[src/rtl/pdu_mem_ctrl_if.sv]
// Host-side command / write-data / response bundle for pdu_mem_ctrl.
// master = host, slave = controller.
interface pdu_mem_ctrl_if;
    logic        cmd_valid;
    logic        cmd_ready;
    logic        cmd_wr;
    logic        cmd_sel;
    logic [31:0] cmd_addr;
    logic [7:0]  cmd_len;
    logic        wdat_valid;
    logic        wdat_ready;
    logic [31:0] wdat;
    logic        rsp_valid;
    logic        rsp_ready;
    logic [31:0] rsp_data;
    logic        rsp_err;
    logic        rsp_last;

    modport master (
        output cmd_valid, cmd_wr, cmd_sel, cmd_addr, cmd_len,
        output wdat_valid, wdat, rsp_ready,
        input  cmd_ready, wdat_ready,
        input  rsp_valid, rsp_data, rsp_err, rsp_last
    );

    modport slave (
        input  cmd_valid, cmd_wr, cmd_sel, cmd_addr, cmd_len,
        input  wdat_valid, wdat, rsp_ready,
        output cmd_ready, wdat_ready,
        output rsp_valid, rsp_data, rsp_err, rsp_last
    );
endinterface

[src/rtl/pdu_mem_ctrl.sv]
// PDU debug memory sequencer: host burst commands to word-level
// IMEM/DMEM ctrl-port accesses while the CPU is halted.
module pdu_mem_ctrl #(
    parameter int RD_LAT = 0
) (
    input  logic        clk,
    input  logic        rst,
    input  logic        cpu_global_en,
    pdu_mem_ctrl_if.slave bus,
    output logic [31:0] cpu_ctrl_imem_addr,
    output logic [31:0] cpu_ctrl_imem_wdata,
    output logic        cpu_ctrl_imem_we,
    input  logic [31:0] cpu_ctrl_imem_rdata,
    output logic [31:0] cpu_ctrl_dmem_addr,
    output logic [31:0] cpu_ctrl_dmem_wdata,
    output logic        cpu_ctrl_dmem_we,
    input  logic [31:0] cpu_ctrl_dmem_rdata
);

    typedef enum logic [2:0] {
        IDLE,
        WRITE,
        RD_WAIT,
        RD_RSP,
        ACK
    } state_t;

    state_t      state, nxt_state;
    logic        sel, nxt_sel;
    logic [31:0] addr, nxt_addr;
    logic [7:0]  len, nxt_len;
    logic [8:0]  cnt, nxt_cnt;
    logic [31:0] rdat, nxt_rdat;
    logic        err, nxt_err;
    logic [7:0]  lat, nxt_lat;

    logic        cmd_ready;
    logic        wdat_ready;
    logic        rsp_valid;
    logic [31:0] rsp_data;
    logic        rsp_err;
    logic        rsp_last;
    logic        imem_we;
    logic        dmem_we;
    logic        at_last;

    assign at_last = (cnt == {1'b0, len});

    always_ff @(posedge clk) begin
        if (rst) begin
            state <= IDLE;
            sel   <= 1'b0;
            addr  <= '0;
            len   <= '0;
            cnt   <= '0;
            rdat  <= '0;
            err   <= 1'b0;
            lat   <= '0;
        end else begin
            state <= nxt_state;
            sel   <= nxt_sel;
            addr  <= nxt_addr;
            len   <= nxt_len;
            cnt   <= nxt_cnt;
            rdat  <= nxt_rdat;
            err   <= nxt_err;
            lat   <= nxt_lat;
        end
    end

    always_comb begin
        nxt_state  = state;
        nxt_sel    = sel;
        nxt_addr   = addr;
        nxt_len    = len;
        nxt_cnt    = cnt;
        nxt_rdat   = rdat;
        nxt_err    = err;
        nxt_lat    = lat;
        cmd_ready  = 1'b0;
        wdat_ready = 1'b0;
        rsp_valid  = 1'b0;
        rsp_data   = '0;
        rsp_err    = 1'b0;
        rsp_last   = 1'b0;
        imem_we    = 1'b0;
        dmem_we    = 1'b0;

        unique case (state)
            IDLE: begin
                cmd_ready = 1'b1;
                if (bus.cmd_valid) begin
                    nxt_sel  = bus.cmd_sel;
                    nxt_addr = bus.cmd_addr;
                    nxt_len  = bus.cmd_len;
                    nxt_cnt  = '0;
                    nxt_lat  = '0;
                    if (cpu_global_en || bus.cmd_addr[1:0] != 2'b00) begin
                        nxt_err   = 1'b1;
                        nxt_state = ACK;
                    end else begin
                        nxt_err   = 1'b0;
                        nxt_state = bus.cmd_wr ? WRITE : RD_WAIT;
                    end
                end
            end

            WRITE: begin
                // wdat_ready drops with cpu_global_en, so no write can slip through
                wdat_ready = ~cpu_global_en;
                if (cpu_global_en) begin
                    nxt_err   = 1'b1;
                    nxt_state = ACK;
                end else if (bus.wdat_valid) begin
                    imem_we  = ~sel;
                    dmem_we  = sel;
                    nxt_addr = addr + 32'd4;
                    nxt_cnt  = cnt + 9'd1;
                    if (at_last) begin
                        nxt_err   = 1'b0;
                        nxt_state = ACK;
                    end
                end
            end

            RD_WAIT: begin
                if (cpu_global_en) begin
                    nxt_err   = 1'b1;
                    nxt_state = ACK;
                end else if (lat == 8'(RD_LAT)) begin
                    nxt_rdat  = sel ? cpu_ctrl_dmem_rdata : cpu_ctrl_imem_rdata;
                    nxt_lat   = '0;
                    nxt_state = RD_RSP;
                end else begin
                    nxt_lat = lat + 8'd1;
                end
            end

            RD_RSP: begin
                rsp_valid = 1'b1;
                rsp_data  = rdat;
                rsp_last  = at_last;
                if (bus.rsp_ready) begin
                    if (at_last) begin
                        nxt_state = IDLE;
                    end else begin
                        nxt_addr  = addr + 32'd4;
                        nxt_cnt   = cnt + 9'd1;
                        nxt_state = RD_WAIT;
                    end
                end
            end

            ACK: begin
                rsp_valid = 1'b1;
                rsp_last  = 1'b1;
                rsp_data  = {23'b0, cnt};
                rsp_err   = err;
                if (bus.rsp_ready) begin
                    nxt_state = IDLE;
                end
            end

            default: nxt_state = IDLE;
        endcase
    end

    assign bus.cmd_ready  = cmd_ready;
    assign bus.wdat_ready = wdat_ready;
    assign bus.rsp_valid  = rsp_valid;
    assign bus.rsp_data   = rsp_data;
    assign bus.rsp_err    = rsp_err;
    assign bus.rsp_last   = rsp_last;

    assign cpu_ctrl_imem_addr  = addr;
    assign cpu_ctrl_dmem_addr  = addr;
    assign cpu_ctrl_imem_wdata = (state == WRITE) ? bus.wdat : 32'd0;
    assign cpu_ctrl_dmem_wdata = (state == WRITE) ? bus.wdat : 32'd0;
    assign cpu_ctrl_imem_we    = imem_we;
    assign cpu_ctrl_dmem_we    = dmem_we;

endmodule

[src/flat_wrapper.sv]
// flat-port wrapper written by rule: the top's interface ports become plain ports
module pdu_mem_ctrl_flat 
#(
    parameter int RD_LAT = 0
)
  (clk, rst, cpu_global_en, cpu_ctrl_imem_addr, cpu_ctrl_imem_wdata, cpu_ctrl_imem_we, cpu_ctrl_imem_rdata, cpu_ctrl_dmem_addr, cpu_ctrl_dmem_wdata, cpu_ctrl_dmem_we, cpu_ctrl_dmem_rdata, bus_cmd_valid, bus_cmd_wr, bus_cmd_sel, bus_cmd_addr, bus_cmd_len, bus_wdat_valid, bus_wdat, bus_rsp_ready, bus_cmd_ready, bus_wdat_ready, bus_rsp_valid, bus_rsp_data, bus_rsp_err, bus_rsp_last);
  pdu_mem_ctrl_if bus_i ();
  input  logic clk;
  input  logic rst;
  input  logic cpu_global_en;
  output logic [31:0] cpu_ctrl_imem_addr;
  output logic [31:0] cpu_ctrl_imem_wdata;
  output logic cpu_ctrl_imem_we;
  input  logic [31:0] cpu_ctrl_imem_rdata;
  output logic [31:0] cpu_ctrl_dmem_addr;
  output logic [31:0] cpu_ctrl_dmem_wdata;
  output logic cpu_ctrl_dmem_we;
  input  logic [31:0] cpu_ctrl_dmem_rdata;
  input wire logic [$bits(bus_i.cmd_valid)-1:0] bus_cmd_valid;
  input wire logic [$bits(bus_i.cmd_wr)-1:0] bus_cmd_wr;
  input wire logic [$bits(bus_i.cmd_sel)-1:0] bus_cmd_sel;
  input wire logic [$bits(bus_i.cmd_addr)-1:0] bus_cmd_addr;
  input wire logic [$bits(bus_i.cmd_len)-1:0] bus_cmd_len;
  input wire logic [$bits(bus_i.wdat_valid)-1:0] bus_wdat_valid;
  input wire logic [$bits(bus_i.wdat)-1:0] bus_wdat;
  input wire logic [$bits(bus_i.rsp_ready)-1:0] bus_rsp_ready;
  output wire logic [$bits(bus_i.cmd_ready)-1:0] bus_cmd_ready;
  output wire logic [$bits(bus_i.wdat_ready)-1:0] bus_wdat_ready;
  output wire logic [$bits(bus_i.rsp_valid)-1:0] bus_rsp_valid;
  output wire logic [$bits(bus_i.rsp_data)-1:0] bus_rsp_data;
  output wire logic [$bits(bus_i.rsp_err)-1:0] bus_rsp_err;
  output wire logic [$bits(bus_i.rsp_last)-1:0] bus_rsp_last;
  assign bus_i.cmd_valid = bus_cmd_valid;
  assign bus_i.cmd_wr = bus_cmd_wr;
  assign bus_i.cmd_sel = bus_cmd_sel;
  assign bus_i.cmd_addr = bus_cmd_addr;
  assign bus_i.cmd_len = bus_cmd_len;
  assign bus_i.wdat_valid = bus_wdat_valid;
  assign bus_i.wdat = bus_wdat;
  assign bus_i.rsp_ready = bus_rsp_ready;
  assign bus_cmd_ready = bus_i.cmd_ready;
  assign bus_wdat_ready = bus_i.wdat_ready;
  assign bus_rsp_valid = bus_i.rsp_valid;
  assign bus_rsp_data = bus_i.rsp_data;
  assign bus_rsp_err = bus_i.rsp_err;
  assign bus_rsp_last = bus_i.rsp_last;
  pdu_mem_ctrl #(.RD_LAT(RD_LAT)) u_core (.clk(clk), .rst(rst), .cpu_global_en(cpu_global_en), .bus(bus_i), .cpu_ctrl_imem_addr(cpu_ctrl_imem_addr), .cpu_ctrl_imem_wdata(cpu_ctrl_imem_wdata), .cpu_ctrl_imem_we(cpu_ctrl_imem_we), .cpu_ctrl_imem_rdata(cpu_ctrl_imem_rdata), .cpu_ctrl_dmem_addr(cpu_ctrl_dmem_addr), .cpu_ctrl_dmem_wdata(cpu_ctrl_dmem_wdata), .cpu_ctrl_dmem_we(cpu_ctrl_dmem_we), .cpu_ctrl_dmem_rdata(cpu_ctrl_dmem_rdata));
endmodule
[config.mk]
export PLATFORM = sky130hd
export DESIGN_NAME = pdu_mem_ctrl_flat
export DESIGN_NICKNAME = d
export VERILOG_FILES = /design/src/rtl/pdu_mem_ctrl_if.sv /design/src/rtl/pdu_mem_ctrl.sv /design/src/flat_wrapper.sv
export SDC_FILE = /design/constraint.sdc
export NUM_CORES = 1
export LEC_CHECK = 0
export CAP_MARGIN = 15
export CORE_MARGIN = 3
export CORE_UTILIZATION = 37
export DETAILED_ROUTE_END_ITERATION = 10
export HOLD_SLACK_MARGIN = 0.12
export PLACE_DENSITY = 0.79
export SKIP_LAST_GASP = 1
export SLEW_MARGIN = 10
export SYNTH_ARGS = -nofsm -noshare
export SYNTH_HDL_FRONTEND = slang
export SYNTH_SLANG_ARGS = --single-unit
[constraint.sdc]
create_clock -name clk -period 2.32 [get_ports clk]
set_clock_uncertainty 0.2 [all_clocks]
set_input_delay 0.58 -clock clk [delete_from_list [all_inputs] [get_ports clk]]
set_output_delay 0.58 -clock clk [all_outputs]
set_load 0.1 [all_outputs]
## Word level (Yosys, flattened, before mapping)

Cells that the tools add are included.

| storage, ports and cells | value |
|---|---|
| input port bits | 144 |
| register bits after elaboration | 94 |
| output and inout bits | 167 |
| word-level logic and storage cells | 92 |

| cells by class | value |
|---|---|
| equal/unequal tests | 16 |
| add/subtract/negate cells | 3 |
| bitwise gates (word level) | 2 |
| mux-type cells | 49 |
| reductions and logical operators | 14 |

Operators with widths:

| cell | count |
|---|---|
| 2-to-1 mux 32 bit | 7 |
| case mux 32 bit (3 select lines) | 1 |
| case mux 32 bit (2 select lines) | 1 |
| 2-to-1 mux 9 bit | 5 |
| adder 32 x 3 -> 32 bit, second input constant | 1 |
| 2-to-1 mux 3 bit | 9 |
| case mux 9 bit (3 select lines) | 1 |
| 2-to-1 mux 8 bit | 3 |
| 2-to-1 mux 1 bit | 16 |
| inequality test 2 bit, second input constant | 8 |
| case mux 8 bit (2 select lines) | 1 |
| case mux 3 bit (5 select lines) | 1 |
| AND reduction 6 bit | 2 |
| adder 9 x 1 -> 9 bit, second input constant | 1 |
| == test 9 x 8 -> 1 bit | 1 |
| adder 8 x 1 -> 8 bit, second input constant | 1 |
| zero test 8 bit | 1 |
| == test 3 x 2 -> 1 bit, second input constant | 2 |
| inequality test 3 x 2 -> 1 bit, second input constant | 2 |
| AND reduction 3 bit | 2 |
| nonzero test 3 bit | 2 |
| AND reduction 5 bit | 1 |
| 2-to-1 mux 2 bit | 2 |
| nonzero test 2 bit | 2 |
| other kinds (10) | 11 |

## Depth between registers and ports, before layout

Gate-level depths: netlist (run 1).

| logic depth | value |
|---|---|
| depth in word-level cells | 5 |
| depth in mapped cells | 10 |
| mapped depth without buffers | 7 |

## Least setup slack after synthesis (run 1)

Ideal clock, no wire load.

| timing | value |
|---|---|
| path type | reg-to-output |
| from | reg u_core.state[2] |
| to | out cpu_ctrl_imem_we |
| arrival | 4,507 ps |
| path slack | -2,967 ps |
| path buffers | 2 |
| required time | 1,540 ps |
| stages on the path, launching flop included | 8 |
| cell sequence | dfxtp_1 > buf_6 > inv_1 > nand2_1 > clkbuf_1 > nor3_1 > nand2_1 > nor2_1 |

| between the ends | value |
|---|---|
| longest elaborated chain between the ends | 2 |

Ends and longest elaborated chain:

| item | RTL line | RTL |
|---|---|---|
| start, declared | pdu_mem_ctrl.sv:28 | `state_t state, nxt_state;` |
| start signal, assigned | pdu_mem_ctrl.sv:60 | `state <= nxt_state;` |
| == test 3 x 1 -> 1 bit | pdu_mem_ctrl.sv:89 | `unique case (state)` |
| 2-to-1 mux 1 bit | pdu_mem_ctrl.sv:89 |  |
| end, declared | flat_wrapper.sv:13 | `output logic cpu_ctrl_imem_we;` |

No other way between the ends.

## Worst setup path after layout (run 1)

| timing | value |
|---|---|
| from | reg u_core.cnt[6] |
| to | out bus_rsp_last |

| between the ends | value |
|---|---|
| longest elaborated chain between the ends | 2 |

Ends and longest elaborated chain:

| item | RTL line | RTL |
|---|---|---|
| start, declared | pdu_mem_ctrl.sv:32 | `logic [8:0] cnt, nxt_cnt;` |
| start signal, assigned | pdu_mem_ctrl.sv:64 | `cnt <= nxt_cnt;` |
| == test 9 x 8 -> 1 bit | pdu_mem_ctrl.sv:47 | `assign at_last = (cnt == {1'b0, len});` |
| case mux 1 bit (2 select lines) | pdu_mem_ctrl.sv:89 |  |
| end, declared | flat_wrapper.sv:32 | `output wire logic [$bits(bus_i.rsp_last)-1:0] bus_rsp_last;` |

No other way between the ends.

==> results of run 1 <==
==> power by group <==
group | switching [uW] | total [uW] | leakage [uW] | internal, uW
Clock | 699 | 1610 | 0.000155 | 909
Combinational | 1600 | 2670 | 0.00374 | 1070
Sequential | 143 | 1850 | 0.000786 | 1700
==> layout by cell type, fill, tap and decap left out, drive strengths merged, types with 4 or more instances in the layout <==
cell,Yosys,final
xnor2,10,10
clkbuf,40,12
nand4,11,11
o21ai,38,38
a31oi,18,18
nor2,78,78
o31ai,6,6
nor4,4,4
nand2,83,84
nor3,18,18
clkdlybuf4s50,0,140
xor2,4,4
buf,77,266
a21oi,51,51
nand3,25,25
nand2b,6,6
nand4b,5,5
and3,33,33
dfxtp,94,94
mux2i,34,34
a21o,4,4
inv,5,7
a22o,11,11
a211oi,35,35
clkinv,1,4
and2,39,40
or3,5,5
ha,4,4
or4,7,7
==> cells in the mapped netlist, drive strengths merged (2+ instances only) <==
cell     instances  area share, %
dfxtp           94             31
nand2           83            5.3
nor2            78            4.9
buf             77            9.5
a21oi           51            4.3
clkbuf          40            2.6
and2            39            4.2
o21ai           38            3.2
a211oi          35            4.5
mux2i           34            5.7
and3            33            3.5
nand3           25            2.1
a31oi           18            1.9
nor3            18            1.5
a22o            11            1.6
nand4           11            1.5
xnor2           10            1.5
or4              7           0.88
nand2b           6           0.63
o31ai            6           0.75
inv              5           0.31
nand4b           5           0.73
or3              5           0.52
a21o             4           0.50
ha               4           0.84
nor4             4           0.92
xor2             4           0.59
a2bb2oi          3           0.44
a32o             3           0.50
or2              3           0.31
a22oi            2           0.25
a311oi           2           0.29
nor2b            2           0.34
nor4b            2           0.29
o41ai            2           0.29
==> routing by layer <==
| layer | vias up | share of wire (%) |
|---|---|---|
| li1 | 3326 | - |
| met1 | 3349 | 36 |
| met2 | 409 | 53 |
| met3 | 62 | 8.6 |
| met4 | 2 | 2.8 |
| met5 | - | 0.051 |
==> stage by stage <==
step | instance area [um2] | hold slack, ns | total power (uW) | instances | setup slack (ns)
finish | 12100 | 0.267 | 6130 | 1298 | -0.260
detailed placement | 11100 | 0.262 | 4370 | 1250 | -0.563
floorplan | 6740 | 0.250 | 3390 | 775 | -0.668
global route | 12100 | 0.297 | 6320 | 1298 | -0.294
CTS | 11900 | 0.261 | 6100 | 1292 | -0.243
global placement | 11100 | 0.260 | 4330 | 1250 | -0.528
==> worst max path at each step <==
stage                                          to  slack [ns]  depth (start not counted)
CTS                                  bus_rsp_last       -0.24                          5
finish                               bus_rsp_last       -0.26                          5
floorplan                        cpu_ctrl_imem_we       -0.67                          7
global placement    u_core.cpu_ctrl_dmem_addr[31]       -0.53                          7
detailed placement   u_core.cpu_ctrl_dmem_addr[2]       -0.56                          8
global route                         bus_rsp_last       -0.29                          5
==> area by class of cell <==
| class | count | share of cell area, % |
|---|---|---|
| sequential | 94 | 16.4 |
| multi-input combinational | 560 | 32.1 |
| inverter | 6 | 0.249 |
| clock buffer | 10 | 2.07 |
| timing repair buffer | 411 | 46.5 |
| clock inverter | 6 | 0.549 |
| tap | 211 | 2.19 |
==> state kept, by name, summed over array words and instances (netlist names) <==
name	cells
u_core.cpu_ctrl_dmem_addr	32
u_core.rdat	32
u_core.cnt	9
u_core.lat	8
u_core.len	8
u_core.state	3
u_core.err	1
u_core.sel	1
==> cells by family after synthesis <==
| group | after synthesis | synth area share [%] |
|---|---|---|
| xor+xnor | 14 | 2.05 |
| flops | 94 | 31.5 |
| mux | 35 | 5.88 |
| simple gates | 325 | 28.1 |
| fa+ha+maj | 4 | 0.838 |
| buf+inv | 123 | 12.5 |
| compound gates | 180 | 19.2 |
==> critical path, delay by kind of cell (launching register included) <==
family                    cells  cell delay, ns
and+or+nand+nor               3            0.77
buffers and inverters         1            0.17
xor gates and xnor gates      1            0.17
DFF                           1            0.33
==> timing repair <==
item / 4_1_cts / 5_1_grt
pin swaps: 37 / 18
endpoints found under the setup margin: 169 / 152
resized for setup: 71 / 26
setup buffers: 26 / 10
endpoints found under the hold margin: 0 / 0
gates cloned: 6 / 2
==> metrics.txt, run 1 <==
failing checks=setup timing; Crit Reg-Reg Endpoint=u_core.cpu_ctrl_dmem_addr[3]; Gate Count Post-Synth=775; Die Y=133 um; final core occ=78.0%; Slowest cell on crit path=or4_4; max-cap viol count=0; most common flop cell mapped by yosys=dfxtp_1; number of synthesized flops with an enable pin=0; Die ar.=0.0177 mm2; vias in the first global route=just over 7k; initial antenna violation count=1; Critical Path, Cell by Cell=xnor2_1 > nand3_1 > or4_4 > nand2_8 > buf_12; synthesized area=0.00598 mm2; root buf cell=clkbuf_16; grt met3 use=between 7 and 8%; endpoint class of the critical path=output pin; io pins=roughly 310; CP max FO=2; worst setup path startpoint=u_core.cnt[6]; GP Congestion=between 0.8 and 0.9; unrepaired setup endpoints after global routing=yes; Worst IR Drop VDD=between 0.0003 and 0.0004 V; Synth cell types=between 50 and 60; status=complete, but fails checks; CP startpoint kind=flop; WL final=between 20,000 and 30,000 um; die width=~130 um; Reg2Reg Depth=8; yosys warns=0; met1 Usage GRT=a little under a third; Final Hold Vio Count=0; vias per cell=approximately 5.5; Pre-Repair DR Iteration Count=5; Final ANT Viol Nets=0; clock tree sinks=between 90 and 100; P_leak=around 0.0047 uW; total CTS buffers=9; H-tree Lvls=3; first-pass GRT wire length=between 30,000 and 40,000 um; R2R Path Start=u_core.state[1]; Hold Path Class=reg2reg; clock slew at reported path FFs=around 0.070 ns; DRC Markers=0; Slew headroom=56.9%; hold path endpoint=u_core.len[3]; Period minus WS final=~2.6 ns; power density over the cells=between 500 and 600 mW/mm2; Post-DP HPWL=between 15,000 and 20,000 um; pin count of the biggest net entering global routing=63; first-iteration detailed-routing DRC count=about 580; final global-route overflow total=0; max frequency=388 MHz; insertion delay to the later sink of the worst-skew pair=around 0.35 ns; Setup CP Type=reg2out; routed len/inst=~20 um; worst hold stages=2; diode count=0; area of the multi-input gates=just under 0.004 mm2; routing usage on met2=between 50% and 60%; core area=0.0155 mm2; Total GRT Usage=about 28%; Seq. cell area=between 0.0015 and 0.002 mm2; Initial Utilization=38.6%; CTS tree=built; final setup TNS=-12.53 ns; post-synthesis sequential area ratio=between 30% and 40%; slew of the pin with the lowest slew margin=0.646 ns; Crit path required time=between 1.5 and 2 ns; Yosys reg bits=94; vias=between 7k and 8k; Syn-to-layout area delta=102%; Slew Limit Fails=0; Most Used Layer, Global Route=met2; Avg Cell Area, Syn=roughly 7.7 um2; max incr delay on CP=roughly 0.55 ns; final cycle utilization of the critical path=111%; final setup vio count=between 100 and 150; Hold Crit Start=u_core.len[3]; CTS max path bufs=2; buffers added on ports=between 300 and 400; Layout fillers=just under 1k; share of cells above drive strength 1=between 40% and 50%; row cnt=45; final net count=about 1.2k; arrival time worst endpoint=about 1.8 ns; Mapped Nets=around 920; CTS Hold Bufs=0; worst reg-to-reg setup slack=0.01 ns; final setup margin=-0.260 ns; Synth async-reset ratio=0%
Note: power is estimated with default switching activity, not from simulation.
==> run 2: changes to the inputs <==
Settings changed: GPL_TIMING_DRIVEN from default to 0, PLACE_DENSITY 0.79 to 0.87.
==> run 2 against run 1 <==
Compared with the run above: the run still ends with setup timing left; register-to-register slack got worse by 0.10 ns; sequential cell count stayed put; total power shrank 4.3%; die area is the same; clock-buffer cell count up 1; worst hold slack improved by 0.0054 ns; clock power is 11% lower; design area increased by 2.8%; via count increased by 7.7%; maximum frequency is 3.4% lower; final cell count up 5.9%; worst setup slack got worse by 0.090 ns; highest routed layer is now met4.
==> metrics.txt, run 2 (synthesized netlist as in run 1, its figures left out) <==
status=complete, but fails checks (unchanged); failing checks=setup timing (unchanged); GP Congestion=0.932 (was 0.877); max-cap viol count=0 (unchanged); endpoint class of the critical path=output pin (unchanged); Reg2Reg Depth=6 (was 8); Die ar.=0.0177 mm2 (unchanged); Final Hold Vio Count=0 (unchanged); clock tree sinks=94 (unchanged); root buf cell=clkbuf_16 (unchanged); final setup margin=-0.349 ns (was -0.260 ns); Worst IR Drop VDD=0.000380 V (was 0.000384 V); most frequent cells in the layout=138 x clkdlybuf4s50_1, 132 x buf_12, 88 x buf_4 (was 162 x buf_12, 140 x clkdlybuf4s50_1, 86 x buf_4); clock slew at reported path FFs=0.07 ns (about the same); max frequency=375 MHz (was 388 MHz); Die Y=133 um (unchanged); Syn-to-layout area delta=108% (was 102%); Slew Limit Fails=0 (unchanged); first-pass GRT wire length=38,100 um (was 39,500 um); WL final=29,400 um (was 25,500 um); buffers added on ports=309 (was 310); io pins=311 (unchanged); max incr delay on CP=0.32 ns (was 0.55 ns); Slew headroom=33.2% (was 56.9%); final setup vio count=112 (was 103); Total GRT Usage=26.9% (was 27.8%); worst hold stages=2 (unchanged); final global-route overflow total=0 (unchanged); diode count=0 (unchanged); final core occ=80.2% (was 78.0%); Largest delay share family, worst path=buffers and inverters (was simple AND/OR/NAND/NOR gates); final cycle utilization of the critical path=115% (was 111%); P_leak=0.00518 uW (was 0.00468 uW); Crit path required time=1.54 ns (about the same); initial antenna violation count=0 (was 1); vias=7,697 (was 7,148); Crit Reg-Reg Endpoint=u_core.state[0] (was u_core.cpu_ctrl_dmem_addr[3]); vias in the first global route=6,987 (was 7,141); routed len/inst=21.4 um (was 19.7 um); total CTS buffers=9 (unchanged); insertion delay to the later sink of the worst-skew pair=0.35 ns (about the same); R2R Path Start=u_core.cnt[7] (was u_core.state[1]); Setup CP Type=reg2out (unchanged); row cnt=45 (unchanged); Period minus WS final=2.67 ns (was 2.58 ns); CTS Hold Bufs=0 (unchanged); power density over the cells=472 mW/mm2 (was 507 mW/mm2); worst setup path startpoint=u_core.state[2] (was u_core.cnt[6]); share of cells above drive strength 1=43.7% (was 40.0%); Tot Pwr=5860 uW (was 6130 uW); CTS max path bufs=2 (unchanged); vias per cell=5.60 (was 5.51); arrival time worst endpoint=1.89 ns (was 1.80 ns); DRC Markers=0 (unchanged); placed cells=1,295 (was 1,250); Hold Path Class=reg2reg (unchanged); core area=0.0155 mm2 (unchanged); die width=133 um (unchanged); Post-DP HPWL=18,500 um (about the same); area of the multi-input gates=0.00401 mm2 (was 0.00387 mm2); Buf/Inv on CP=6 (was 1); worst reg-to-reg setup slack=-0.09 ns (was 0.01 ns); Pre-Repair DR Iteration Count=5 (unchanged); Post-Layout Cell Count=1,375 (was 1,298); unrepaired setup endpoints after global routing=yes (unchanged); worst setup path end=bus_rsp_data[27] (was bus_rsp_last); commonest non-fill, non-tap cell in the layout=clkdlybuf4s50_1 (was buf_12); final setup TNS=-21.47 ns (was -12.53 ns); Slowest cell on crit path=dfxtp_2 (was or4_4); pin count of the biggest net entering global routing=16 (was 63); CP max FO=6 (was 2); CP startpoint kind=flop (unchanged); final net count=1,308 (was 1,230); Layout fillers=921 (was 976); H-tree Lvls=3 (unchanged); Levels on crit path=8 (was 5); Final ANT Viol Nets=0 (unchanged); CTS tree=built (unchanged); worst slack, placed=-1.51 ns (was -0.563 ns); Critical Path, Cell by Cell=buf_6 > nor2b_4 > buf_6 > buf_8 > buf_8 > buf_2 > and3_4 > buf_12 (was xnor2_1 > nand3_1 > or4_4 > nand2_8 > buf_12); Initial Utilization=38.6% (unchanged); first-iteration detailed-routing DRC count=722 (was 575); slew of the pin with the lowest slew margin=1.00 ns (was 0.646 ns); Seq. cell area=0.00198 mm2 (about the same)
==> run 2: cell types whose count changed in the layout (fill, tap and decap cells not counted), sizes merged <==
cell	previous run	this run
dlygate4sd2	2	0
nor2	78	79
clkinvlp	0	2
dlymetal6s2s	0	18
and2	40	39
bufinv	1	0
inv	7	6
clkinv	4	2
clkdlybuf4s50	140	138
buf	266	253
bufbuf	1	0
clkbuf	12	91
==> run 2: layout make-up <==
type,count,share of cell area (%)
Multi-Input combinational cell,560,32.3
Timing Repair Buffer,377,36.8
Tap cell,211,2.13
Clock buffer,11,1.99
Sequential cell,94,16.0
Inverter,6,0.313
Buffer,112,10.3
Clock inverter,4,0.252
==> run 2: worst min-delay path, cell delays in order (launching register included) <==
cell and delay (ns):
dfxtp_1 0.32, nand2_1 0.06, a21oi_1 0.05
==> run 2: stage by stage <==
| stage | area, um2 | hold WS [ns] |
|---|---|---|
| after CTS | 11000 | 0.274 |
| after floorplan | 6740 | 0.250 |
| after detailed placement | 10100 | 0.265 |
| after global placement | 10100 | 0.259 |
| after global routing | 12400 | 0.296 |
| final | 12400 | 0.272 |
==> run 2: power breakdown <==
| group | switching (uW) | leakage, uW | internal, uW |
|---|---|---|---|
| combinational | 1660 | 0.00426 | 921 |
| clock | 669 | 0.000136 | 770 |
| sequential | 140 | 0.000787 | 1700 |
| total | 2470 | 0.00518 | 3390 |
==> run 2: timing repair <==
item / 4_1_cts / 5_1_grt
endpoints found under the hold margin: 0 / 0
gates resized for setup: 865 / 410
pin swaps: 13 / 35
setup buffers: 11 / 52
gates cloned: 1 / 9
endpoints found under the setup margin: 252 / 253
==> run 2: metal layers <==
metal  wire (um)  GRT usage [%]  up-vias
li1            -              -     3484
met1        9940           30.5     3580
met2       15200           47.3      535
met3        3050           7.79       98
met4        1180           10.7        0
met5           0              0        -
==> run 2: worst min path at each step <==
stage,from,endpoint,slack (ns)
2_1_floorplan,u_core.len[0],u_core.len[0],0.25
3_5_place_dp,u_core.len[1],u_core.len[1],0.26
4_1_cts,u_core.len[1],u_core.len[1],0.27
5_1_grt,u_core.len[1],u_core.len[1],0.30
6_report,u_core.len[1],u_core.len[1],0.27
3_3_place_gp,u_core.len[4],u_core.len[4],0.26
==> run 3: changes to the inputs <==
Settings changed: CAP_MARGIN 15 to 20.
==> results of run 3 <==
Final layout, timing and power as in run 2 (identical DEF).
